$ cat config.mk
export PLATFORM = sky130hd
export DESIGN_NAME = temp_sensor_reader
export DESIGN_NICKNAME = d
export VERILOG_FILES = /design/src/rtl/temp_sensor_reader.sv
export SDC_FILE = /design/constraint.sdc
export NUM_CORES = 1
export LEC_CHECK = 0
export CORE_MARGIN = 4
export CORE_UTILIZATION = 50
export CTS_CLUSTER_DIAMETER = 50
export DETAILED_ROUTE_END_ITERATION = 8
export PLACE_DENSITY = 0.73
export SLEW_MARGIN = 20
export SYNTH_ARGS = -nofsm -noshare
export SYNTH_HDL_FRONTEND = slang
export SYNTH_SLANG_ARGS = --single-unit
$ cat constraint.sdc
create_clock -name clk -period 1.7 [get_ports clk]
set_input_delay 0.17 -clock clk [delete_from_list [all_inputs] [get_ports clk]]
set_output_delay 0.17 -clock clk [all_outputs]
set_load 0.05 [all_outputs]
$ cat src/rtl/temp_sensor_reader.sv
// Periodic reader for an 8-bit serial (SPI mode 0) temperature sensor.
// Saturates each reading to 5 bits and strobes temp_valid when it updates.
module temp_sensor_reader #(
    parameter int CLK_DIV     = 4,
    parameter int POLL_CYCLES = 1000
) (
    input  logic       clk,
    input  logic       rst_n,
    input  logic       start,
    input  logic       sensor_miso,
    output logic       sensor_cs_n,
    output logic       sensor_sclk,
    output logic [4:0] temperature,
    output logic       temp_valid,
    output logic       overrange,
    output logic       busy
);

    typedef enum logic [2:0] {
        IDLE,
        SETUP,
        SHIFT,
        HOLD,
        UPDATE
    } state_t;

    localparam int PW = $clog2(POLL_CYCLES);
    localparam int DW = (CLK_DIV > 1) ? $clog2(CLK_DIV) : 1;
    localparam logic [PW-1:0] POLL_LAST = PW'(POLL_CYCLES - 1);
    localparam logic [DW-1:0] DIV_LAST  = DW'(CLK_DIV - 1);
    localparam logic [4:0]    TEMP_INIT = 5'd20;

    state_t          state;
    logic [PW-1:0]   poll_cnt;
    logic [DW-1:0]   div_cnt;
    logic [3:0]      rise_cnt;
    logic [7:0]      raw;
    logic            div_done;
    logic            trigger;

    assign div_done = (div_cnt == DIV_LAST);
    assign trigger  = start || (poll_cnt == POLL_LAST);

    // Every phase of the transfer is paced by div_cnt; one tick is one sclk half-period.
    always_ff @(posedge clk or negedge rst_n) begin
        if (!rst_n) begin
            state       <= IDLE;
            poll_cnt    <= '0;
            div_cnt     <= '0;
            rise_cnt    <= '0;
            raw         <= '0;
            sensor_cs_n <= 1'b1;
            sensor_sclk <= 1'b0;
            temperature <= TEMP_INIT;
            temp_valid  <= 1'b0;
            overrange   <= 1'b0;
            busy        <= 1'b0;
        end else begin
            temp_valid <= 1'b0;
            case (state)
                IDLE: begin
                    if (trigger) begin
                        poll_cnt    <= '0;
                        div_cnt     <= '0;
                        sensor_cs_n <= 1'b0;
                        busy        <= 1'b1;
                        state       <= SETUP;
                    end else begin
                        poll_cnt <= poll_cnt + PW'(1);
                        busy     <= 1'b0;
                    end
                end

                SETUP: begin
                    if (div_done) begin
                        div_cnt     <= '0;
                        sensor_sclk <= 1'b1;
                        raw         <= {raw[6:0], sensor_miso};
                        rise_cnt    <= 4'd1;
                        state       <= SHIFT;
                    end else begin
                        div_cnt <= div_cnt + DW'(1);
                    end
                end

                SHIFT: begin
                    if (div_done) begin
                        div_cnt     <= '0;
                        sensor_sclk <= ~sensor_sclk;
                        // Sample on the same clk edge that drives sclk high.
                        if (!sensor_sclk) begin
                            raw      <= {raw[6:0], sensor_miso};
                            rise_cnt <= rise_cnt + 4'd1;
                        end else if (rise_cnt == 4'd8) begin
                            state <= HOLD;
                        end
                    end else begin
                        div_cnt <= div_cnt + DW'(1);
                    end
                end

                HOLD: begin
                    if (div_done) begin
                        div_cnt     <= '0;
                        sensor_cs_n <= 1'b1;
                        state       <= UPDATE;
                    end else begin
                        div_cnt <= div_cnt + DW'(1);
                    end
                end

                UPDATE: begin
                    if (raw > 8'd31) begin
                        temperature <= 5'd31;
                        overrange   <= 1'b1;
                    end else begin
                        temperature <= raw[4:0];
                        overrange   <= 1'b0;
                    end
                    temp_valid <= 1'b1;
                    state      <= IDLE;
                end

                default: begin
                    state <= IDLE;
                end
            endcase
        end
    end

endmodule
==> summary.md, run 1 <==
| Metric | Value |
|---|---|
| Status | `complete, no violations` |
| Nets | `~200` |
| Clock power share | `between 10% and 20%` |
| Delay-heaviest family, CP | `flip-flops` |
| First-pass GRT wire length | `6.16 mm` |
| Antenna diodes | `0` |
| Clock transition at path regs | `between 100 and 150 ps` |
| Final antenna-violating net count | `0` |
| CTS Buf Count | `5` |
| Area of the core region | `roughly 3400 µm²` |
| Worst Path Required | `slightly below 2000 ps` |
| Yosys top cell area share | `approximately 47%` |
| Row cnt | `21` |
| Starting Density | `52.7%` |
| Initial antenna violation count | `0` |
| Final core utilization | `61.6%` |
| Sw Share | `40.8%` |
| Total power | `between 3 and 4 mW` |
| Endpoints failing setup | `0` |
| Max Clk Rate | `624 MHz` |
| Lkg Pwr | `about 0.97 nW` |
| R2R Path End | `raw[4]` |
| Post-DP Area | `approximately 2000 µm²` |
| Largest net degree at the start of global routing | `38` |
| Ys Warns | `0` |
| Clk sink count | `37` |
| Mapped cell area | `around 1800 µm²` |
| GPL Wtd Cong | `between 0.8 and 0.9` |
| Die width | `just under 70 µm` |
| Vias/cell | `5.58` |
| Max Cap Viol | `0` |
| Clk Latency, worst-skew pair | `350 ps` |
| Drt wl/cell | `around 14 µm` |
| Final Hold Vio Count | `0` |
| Crit path largest cell delay | `430 ps` |
| Comb power frac | `between 40% and 50%` |
| Critical path class | `reg -> reg` |
| Crit start category | `register` |
| Area Overhead vs Synth | `16.7%` |
| RSZ-0062 raised after global routing | `false` |
| CTS max path bufs | `2` |
| Grt ovf | `0` |
| Via count | `1,345` |
| Die area | `approximately 4600 µm²` |
| Mapped Nets | `178` |
| # hold bufs at CTS | `0` |
| Internal power | `between 2 and 2.5 mW` |
| Post-synth top area cell | `dfrtp_1` |
| DR pass1 iterations | `4` |
| WP buf/inv | `1` |
| Async set or reset register ratio after synthesis | `100%` |
| Post-Syn Instances | `170` |
| Max Clock Skew | `approximately 7.0 ps` |
| Min Hold Slack | `220 ps` |
| Post-place setup slack | `38.3 ps` |
| CTS tree | `built` |
| Max IR drop VDD | `1150 µV` |
| Total Wirelength | `roughly 3.5 mm` |
| Gr usage total | `18.0%` |
| DP Cell Count | `233` |
| CP Max Fanout | `12` |
| Sequential group share of total power | `about two fifths` |
| Final Worst Setup Slack | `approximately 100 ps` |
| Ports | `14` |
| Post-synth cell types | `44` |
| Setup TNS | `0 ps` |
| Root Buffer | `clkbuf_4` |
| DRC | `0` |
| Crit path DAT | `roughly 1900 ps` |
| Share of cells above drive strength 1 | `a little under a quarter` |
| Power density over the cells | `1780 nW/µm²` |
| Mean area per synthesized cell | `approximately 11 µm²` |
| R2R setup slack | `roughly 98 ps` |
| Max-slew violations | `0` |
| #FFs+latches synth | `37` |
| EDFF count, synth | `0` |
| Worst-Margin Slew | `around 500 ps` |
| CP cell instances | `ha_2, and2b_1, o21ai_1, buf_6, mux2_2` |
| Main synth FF type | `dfrtp_1` |
| Vias in the first global route | `~1,400` |
| Sw power | `~1.5 mW` |
| Worst r2r src | `div_cnt[0]` |
| Slew HR | `between 60% and 70%` |
| Slowest CP cell | `dfrtp_1` |
| Most area-consuming cells after synthesis | `dfrtp_1 (47%), mux2_2 (5.0%), dfstp_2 (4.4%)` |
| Port bufs | `13` |
| Crit end category | `register` |
| Period Utilization, post-route | `94.2%` |
| FF-to-FF path depth | `5` |
| Hpwl dp | `2.49 mm` |
| Final Instance Area | `roughly 2100 µm²` |
| Post-synthesis sequential area ratio | `about half` |
| Worst hold path class | `in -> async` |
| Final cell count without fillers | `~240` |
| Die Ht | `~68 µm` |
| Drt initial violations | `107` |
| Fin crit period | `around 1600 ps` |
| CTS H-tree lvls | `2` |
## synth_stat cells, types with 4 or more instances
cell     count
o21ai_0     13
a21oi_1      8
and3_1       5
mux2_2       8
nor2_1       6
o21ai_1      4
o22a_1       6
nand2_1     19
buf_2        4
nand3_1      8
inv_1        8
dfrtp_1     34
ha_1         4
## cells in the final DEF (no fill, tap or decap), types with 2 or more instances in the layout
| cell | Yosys | routed |
|---|---|---|
| dfrtp_1 | 34 | 34 |
| mux2i_1 | 3 | 3 |
| ha_1 | 4 | 3 |
| dlygate4sd2_1 | 0 | 5 |
| a21oi_1 | 8 | 7 |
| o21ai_1 | 4 | 4 |
| a31oi_1 | 3 | 3 |
| inv_1 | 8 | 8 |
| nand2_1 | 19 | 19 |
| and3_1 | 5 | 5 |
| dfstp_2 | 3 | 3 |
| nand3_1 | 8 | 8 |
| buf_4 | 1 | 15 |
| nor2_1 | 6 | 6 |
| nor3b_1 | 2 | 2 |
| o22a_1 | 6 | 6 |
| o21a_1 | 3 | 3 |
| and2_1 | 2 | 2 |
| clkdlybuf4s50_1 | 0 | 3 |
| mux2_2 | 8 | 8 |
| clkbuf_4 | 0 | 5 |
| o21ai_0 | 13 | 13 |
## registers in the layout, indices dropped and copies added, names as in the netlist
name,cells
poll_cnt,10
overrange,1
raw,8
sensor_sclk,1
state,3
rise_cnt,4
div_cnt,2
sensor_cs_n,1
busy,1
temp_valid,1
temperature,5
## kinds of logic after synthesis
logic type | after synthesis | synth area share, %
muxes | 11 | 6.67
DFF | 37 | 51.6
and+or+nand+nor | 58 | 18.6
adders and majority gates | 4 | 2.78
AOI/OAI and AO/OA | 43 | 14.8
buffers and inverters | 16 | 5.07
xor gates and xnor gates | 1 | 0.486
## final cells by class
cell class / instances / area [µm²]
Fill cell: 289 / 1310
Tap cell: 46 / 57.6
Clock inverter: 3 / 46.3
Sequential cell: 37 / 930
Clock buffer: 5 / 37.5
Multi-Input combinational cell: 117 / 792
Inverter: 8 / 30.0
Timing Repair Buffer: 25 / 210
## worst reg2reg max path, cell delays in order, from the launching register on
cell and delay, ps:
dfrtp_1 430, ha_2 230, and2b_1 210, o21ai_1 110, buf_6 170, mux2_2 340
## worst max path at each step
| stage | start | to | slack (ps) | depth (start not counted) |
|---|---|---|---|---|
| after detailed placement | div_cnt[0] | raw[5] | 40 | 5 |
| after floorplan | sensor_sclk | raw[0] | 60 | 4 |
| after global routing | poll_cnt[0] | poll_cnt[6] | 6 | 6 |
| final | div_cnt[0] | raw[4] | 100 | 5 |
| after global placement | div_cnt[0] | raw[3] | 100 | 5 |
| after CTS | temp_valid | temp_valid | 10 | 1 |
## power groups by stage
stage          Combinational (mW)  Clock, mW  Sequential [mW]
2_1_floorplan               0.902          0             1.79
3_3_place_gp                 1.57          0             1.51
3_5_place_dp                 1.62          0             1.55
4_1_cts                      1.59      0.652             1.52
5_1_grt                      1.78      0.690             1.58
6_report                     1.59      0.631             1.53
## layer usage
layer  wire length (µm)  GRT usage [%]  part of all wire, %
met1               1470           21.1                   42
met2               1830           30.7                   53
met3                112           5.42                  3.2
met4                 65           7.44                  1.9
met5                  0              0                    0
## timing repair
item,4_1_cts,5_1_grt
gates cloned,0,0
setup endpoints to repair,5,14
gates resized for setup,5,5
setup buffers,0,0
Note: power is estimated with default switching activity, not from simulation.
==> run 2: changes to the inputs <==
--- a/config.mk
+++ b/config.mk
@@ -14,3 +14,4 @@
 export SYNTH_ARGS = -nofsm -noshare
 export SYNTH_HDL_FRONTEND = slang
 export SYNTH_SLANG_ARGS = --single-unit
+export TNS_END_PERCENT = 30
==> results of run 2 <==
Final layout, timing and power as in run 1 (identical DEF).
==> run 3: changes to the inputs <==
--- a/config.mk
+++ b/config.mk
@@ -10,7 +10,6 @@
 export CTS_CLUSTER_DIAMETER = 50
 export DETAILED_ROUTE_END_ITERATION = 8
 export PLACE_DENSITY = 0.73
-export SLEW_MARGIN = 20
 export SYNTH_ARGS = -nofsm -noshare
 export SYNTH_HDL_FRONTEND = slang
 export SYNTH_SLANG_ARGS = --single-unit
==> results of run 3 <==
Final layout, timing and power as in run 1 (identical DEF).
